[src/rtl/relprime_top_level_if.sv]
// rtl/relprime_top_level_if.sv - operand/result bundle for the relprime engine
//   register_value : n, the operand whose relative prime is sought
//   decimal_two    : initial candidate m (constant 2)
//   decimal_one    : candidate increment and gcd==1 comparison value
//   start          : level; operands (re)load while high, search runs once low
//   out            : result m, valid while done is high (0 means none found)
//   done           : result registered; held until the next start or RST
interface relprime_top_level_if #(
    parameter int W = 16
);
    logic [W-1:0] register_value;
    logic [W-1:0] decimal_two;
    logic [W-1:0] decimal_one;
    logic         start;
    logic [W-1:0] out;
    logic         done;

    modport master (
        output register_value,
        output decimal_two,
        output decimal_one,
        output start,
        input  out,
        input  done
    );

    modport slave (
        input  register_value,
        input  decimal_two,
        input  decimal_one,
        input  start,
        output out,
        output done
    );
endinterface

[src/rtl/relprime_top_level.sv]
// rtl/relprime_top_level.sv - smallest m >= 2 with gcd(n, m) == 1, multicycle FSM
//   CLK : system clock, all state changes on posedge
//   RST : synchronous active-high reset, priority over start
//   bus : relprime_top_level_if slave (operands, start, out, done)
module relprime_top_level #(
    parameter int W = 16
) (
    input  logic                  CLK,
    input  logic                  RST,
    relprime_top_level_if.slave   bus
);
    typedef enum logic [2:0] {
        IDLE,
        LOAD,
        GCD,
        CHECK,
        NEXT,
        DONE
    } state_t;

    state_t       state, state_nx;
    logic [W-1:0] n_q, n_nx;
    logic [W-1:0] m_q, m_nx;
    logic [W-1:0] one_q, one_nx;
    logic [W-1:0] a_q, a_nx;
    logic [W-1:0] b_q, b_nx;
    logic [W-1:0] out_q, out_nx;
    logic         done_q, done_nx;
    logic [W-1:0] m_inc;

    assign m_inc    = m_q + one_q;
    assign bus.out  = out_q;
    assign bus.done = done_q;

    always_ff @(posedge CLK) begin
        if (RST) begin
            state  <= IDLE;
            n_q    <= '0;
            m_q    <= '0;
            one_q  <= '0;
            a_q    <= '0;
            b_q    <= '0;
            out_q  <= '0;
            done_q <= 1'b0;
        end else begin
            state  <= state_nx;
            n_q    <= n_nx;
            m_q    <= m_nx;
            one_q  <= one_nx;
            a_q    <= a_nx;
            b_q    <= b_nx;
            out_q  <= out_nx;
            done_q <= done_nx;
        end
    end

    always_comb begin
        state_nx = state;
        n_nx     = n_q;
        m_nx     = m_q;
        one_nx   = one_q;
        a_nx     = a_q;
        b_nx     = b_q;
        out_nx   = out_q;
        done_nx  = done_q;

        unique case (state)
            IDLE: begin
            end
            LOAD: begin
                // Operands are captured on every LOAD cycle, so a one-cycle
                // start pulse still seeds the search from the live inputs.
                n_nx    = bus.register_value;
                m_nx    = bus.decimal_two;
                one_nx  = bus.decimal_one;
                done_nx = 1'b0;
                if (!bus.start) begin
                    a_nx     = bus.register_value;
                    b_nx     = bus.decimal_two;
                    state_nx = GCD;
                end
            end
            GCD: begin
                if (b_q == '0) begin
                    state_nx = CHECK;
                end else if (a_q >= b_q) begin
                    a_nx = a_q - b_q;
                end else begin
                    a_nx = b_q;
                    b_nx = a_q;
                end
            end
            CHECK: begin
                if (a_q == one_q) begin
                    out_nx   = m_q;
                    done_nx  = 1'b1;
                    state_nx = DONE;
                end else begin
                    state_nx = NEXT;
                end
            end
            NEXT: begin
                m_nx = m_inc;
                // Candidate wrapped to zero: every m was tried, report none.
                if (m_inc == '0) begin
                    out_nx   = '0;
                    done_nx  = 1'b1;
                    state_nx = DONE;
                end else begin
                    a_nx     = n_q;
                    b_nx     = m_inc;
                    state_nx = GCD;
                end
            end
            DONE: begin
            end
            default: begin
                state_nx = IDLE;
            end
        endcase

        // start aborts whatever is in flight and restarts from LOAD.
        if (bus.start) begin
            state_nx = LOAD;
            done_nx  = 1'b0;
        end
    end
endmodule

[src/flat_wrapper.sv]
// flat-port wrapper written by rule: the top's interface ports become plain ports
module relprime_top_level_flat 
#(
    parameter int W = 16
)
  (CLK, RST, bus_register_value, bus_decimal_two, bus_decimal_one, bus_start, bus_out, bus_done);
  relprime_top_level_if #(.W(W)) bus_i ();
  input  logic CLK;
  input  logic RST;
  input wire logic [$bits(bus_i.register_value)-1:0] bus_register_value;
  input wire logic [$bits(bus_i.decimal_two)-1:0] bus_decimal_two;
  input wire logic [$bits(bus_i.decimal_one)-1:0] bus_decimal_one;
  input wire logic [$bits(bus_i.start)-1:0] bus_start;
  output wire logic [$bits(bus_i.out)-1:0] bus_out;
  output wire logic [$bits(bus_i.done)-1:0] bus_done;
  assign bus_i.register_value = bus_register_value;
  assign bus_i.decimal_two = bus_decimal_two;
  assign bus_i.decimal_one = bus_decimal_one;
  assign bus_i.start = bus_start;
  assign bus_out = bus_i.out;
  assign bus_done = bus_i.done;
  relprime_top_level #(.W(W)) u_core (.CLK(CLK), .RST(RST), .bus(bus_i));
endmodule
[config.mk]
export PLATFORM = sky130hd
export DESIGN_NAME = relprime_top_level_flat
export DESIGN_NICKNAME = d
export VERILOG_FILES = /design/src/rtl/relprime_top_level_if.sv /design/src/rtl/relprime_top_level.sv /design/src/flat_wrapper.sv
export SDC_FILE = /design/constraint.sdc
export NUM_CORES = 1
export LEC_CHECK = 0
export ABC_AREA = 1
export BUFFER_PORTS_ARGS = -buffer_cell sky130_fd_sc_hd__buf_2
export CORE_ASPECT_RATIO = 1.5
export CORE_MARGIN = 8
export CORE_UTILIZATION = 50
export CTS_CLUSTER_DIAMETER = 60
export CTS_CLUSTER_SIZE = 14
export DETAILED_ROUTE_END_ITERATION = 12
export GPL_ROUTABILITY_DRIVEN = 0
export PLACE_DENSITY = 0.66
export SLEW_MARGIN = 15
export SYNTH_ARGS = -nofsm -noshare
export SYNTH_HDL_FRONTEND = slang
export SYNTH_SLANG_ARGS = --single-unit
[constraint.sdc]
create_clock -name CLK -period 4.4 [get_ports CLK]
set_clock_uncertainty 0.05 [all_clocks]
set_input_delay 0.44 -clock CLK [delete_from_list [all_inputs] [get_ports CLK]]
set_output_delay 0.44 -clock CLK [all_outputs]
set_load 0.1 [all_outputs]
==> flow_metrics.tcl <==
set metrics [dict create \
    status "completed" \
    cts_sinks 100 \
    area_delta_synth_final_pct 10.58 \
    crit_cells 14 \
    muxShareOfSynthArea 0 \
    slowest_stage "nand3_2" \
    startpoint "u_core.one_q[0]" \
    post_synth_and_or_nand_nor_area_fraction 0.3830 \
    crit_top_cell "nand2_1" \
    ctsHoldBuffers 0 \
    nets 1252 \
    ys_seq_elements 100 \
    cts_buffer_depth 2 \
    grt_pass1_wl_um 34490 \
    crit_type "reg -> reg" \
    final_hold_viol_count 0 \
    clockRootBuffer "clkbuf_16" \
    setup_viol 0 \
    synth_compound_area_frac 0.1254 \
    worstRegToRegCells 14 \
    power_leakage_nw 3.981 \
    yosysWarningCount 0 \
    clkTransAtPathRegs_ns 0.08 \
    chipWidth_um 111.9 \
    grt_max_degree 57 \
    io_buffer_count 67 \
    vdd_ir_drop_max_v 0.0002220 \
    synthAdderAreaFrac 0.06205 \
    num_rows 52 \
    period_share 0.6921 \
    timing.final.crit_period_ns 3.045 \
    synth.area.top_cells "dfxtp_1 (29%), nand2_1 (17%), nor2_1 (11%), inv_1 (7.9%), ha_1 (5.6%)" \
    postSynthCellCount 1122 \
    drv_cap 0 \
    max_stage_delay_ns 0.51 \
    grt-ovfl-total 0 \
    synth_xor_area_frac 0.03048 \
    path_buf_inv 0 \
    initialDrtViolationCount 375 \
    hp-class "in -> reg" \
    io_pins 68 \
    synthArstFlopShare 0 \
    r2r_slack_ns 1.35 \
    slew_viol_final 0 \
    antenna_found_initial 0 \
    drive_above_1_share 0.1108 \
    cp.required_ns 4.59 \
    fmax_ghz 0.3284 \
    die_h_um 159.8 \
    rsz0062_at_grt "false" \
    clk_latency_ns 0.35 \
    gr-usage-all-layers 0.2426 \
    power_density_nw_per_um2 390.4 \
    crit_end "u_core.a_q[5]" \
    syn-num-nets 1206 \
    cp-end-kind "flop" \
    path_max_fanout 32 \
    place_hpwl_um 16430 \
    syn_avg_cell_area_um2 6.147 \
    num_vias 7092 \
    critPathLaunchType "flop" \
    slew_headroom 0.5414 \
    drt_wl_total_um 21480 \
    synth_edf_count 0 \
    ant_nets 0 \
    holdWs_ns 0.2603 \
    route.detailed.drc 0 \
    worst_pin_slew_ns 0.6816 \
    critPathArrivalTime_ns 3.24 \
    wl_per_cell_um 16.09 \
    yosysUniqueCellTypes 45 \
    cts_made_buffers 9 \
    die-area_um2 17890 \
    grt_pass1_vias 6885 \
    drt-pass1-iter-count 5 \
    coreArea_um2 13470 \
    synth_top_cell_by_area "dfxtp_1" \
    synth_top_area_share 0.2903 \
    cts_resized 0 \
    crit_chain "ha_1, fa_1, nand2_1, nand2_1, nand2_1, nand2_1, nand2_1, nand3_1, nor3_4, nand4_4, nand3_2, nand2_1, nand2_1, nor2_1" \
    vias_per_cell 5.312 \
    synth_top_family_by_area "simple AND/OR/NAND/NOR gates" \
    tns_ns 0 \
    htreeDepth 3 \
    yosysSeqAreaShare 0.2903 \
    initial_utilization 0.5121 \
    worst_r2r_endpoint "u_core.a_q[5]" \
    cts_tree "built" \
    cts_setup_buffers 0 \
    syn_area_um2 6897 \
    path_delay_family "simple AND/OR/NAND/NOR gates" \
    reg2reg_from "u_core.one_q[0]" \
    antenna_cells 0 \
    synth-main-ff-cell "dfxtp_1" \
]
==> worst min-delay path by stage <==
| stage | slack (ns) | startpoint | endpoint | cells after the start |
|---|---|---|---|---|
| floorplan | 0.37 | u_core.n_q[13] | u_core.n_q[13] | 2 |
| global placement | 0.39 | u_core.n_q[9] | u_core.n_q[9] | 2 |
| detailed placement | 0.39 | u_core.bus.done | u_core.bus.done | 2 |
| CTS | 0.26 | bus_decimal_one[13] | u_core.one_q[13] | 3 |
| global route | 0.26 | bus_decimal_one[14] | u_core.one_q[14] | 3 |
| finish | 0.26 | bus_decimal_one[13] | u_core.one_q[13] | 3 |
==> per-layer routing <==
layer  global-route usage  wire (µm)
met5                    0          0
met4               0.1399       1117
met3              0.02831        816
met1               0.2755       8974
met2               0.4280      10580
==> state kept, by name, summed over array words and instances (netlist names) <==
register / count
u_core.m_q: 16
u_core.a_q: 16
u_core.bus.done: 1
u_core.b_q: 16
u_core.n_q: 16
u_core.bus.out: 16
u_core.one_q: 16
u_core.state: 3
==> cell usage after synthesis, types with 2 or more instances <==
cell type  number
clkinv_1        2
buf_4           4
nor2_1        197
buf_1           2
buf_2           6
clkbuf_1       28
o21ai_1         2
a31oi_1        17
fa_1            2
nand3_1        58
nor4_1          3
and2_1          3
nor3_1          6
buf_6           2
nand3_2         5
o21ai_0        56
nand4_1        13
a21oi_1        46
ha_1           31
xnor2_1        15
nand3b_1        4
o21bai_1        3
a21oi_2         3
dfxtp_1       100
a221o_1         2
o211ai_1       15
a221oi_1        2
xor2_1          9
nand2_1       310
nor2_2          2
nor2_4          2
inv_1         145
nand2_2        15
==> metrics by stage <==
stage | utilization | cells | area (µm²) | power, W | setup slack, ns
2_1_floorplan | - | 1122 | 6897 | 0.001908 | 1.929
3_3_place_gp | 0.5439 | 1319 | 7325 | 0.002154 | 1.444
4_1_cts | 0.5662 | 1335 | 7626 | 0.002989 | 1.388
3_5_place_dp | 0.5439 | 1319 | 7325 | 0.002159 | 1.414
5_1_grt | 0.5662 | 1335 | 7626 | 0.003172 | 1.118
6_report | 0.5662 | 1335 | 7626 | 0.002977 | 1.355
==> layout make-up <==
type,instances,area (µm²)
fill,1441,5842
multi-input combinational,832,4154
sequential,100,2002
inverter,148,555.5
timing repair buffer,77,410.4
clock buffer,11,242.7
tap,162,202.7
clock inverter,5,58.81
==> report_power, final <==
group | total [W] | internal [W] | switching [W]
Clock | 0.000829 | 0.000459 | 0.000371
Sequential | 0.00106 | 0.000991 | 0.0000695
Combinational | 0.00109 | 0.000364 | 0.000724
==> cell families after synthesis <==
kind of cell	Yosys count
buffers and inverters	190
flip-flops	100
AND/OR/NAND/NOR	624
adder cells (fa/ha/maj)	33
XOR/XNOR	24
AO/OA/AOI/OAI	151
==> placed cells by master, fill, tap and decap left out, types with 4 or more instances in the layout <==
cell type | synthesis | routed
buf_2 | 6 | 67
o211ai_1 | 15 | 15
ha_1 | 31 | 31
nand3b_1 | 4 | 4
o21ai_0 | 56 | 56
nand4_1 | 13 | 13
nand2_1 | 310 | 310
inv_1 | 145 | 144
clkbuf_16 | 0 | 9
nor3_1 | 6 | 6
a31oi_1 | 17 | 17
nor2_1 | 197 | 195
nand2_2 | 15 | 15
xnor2_1 | 15 | 15
nand3_2 | 5 | 5
dfxtp_1 | 100 | 100
buf_4 | 4 | 10
xor2_1 | 9 | 9
nand3_1 | 58 | 58
a21oi_1 | 46 | 46
==> tightest hold or removal path, cell delays in order <==
cell and delay (ns):
buf_2 0.08, nor2_1 0.03, nor2_1 0.08
No activity file was read; power rests on OpenSTA's default activity.
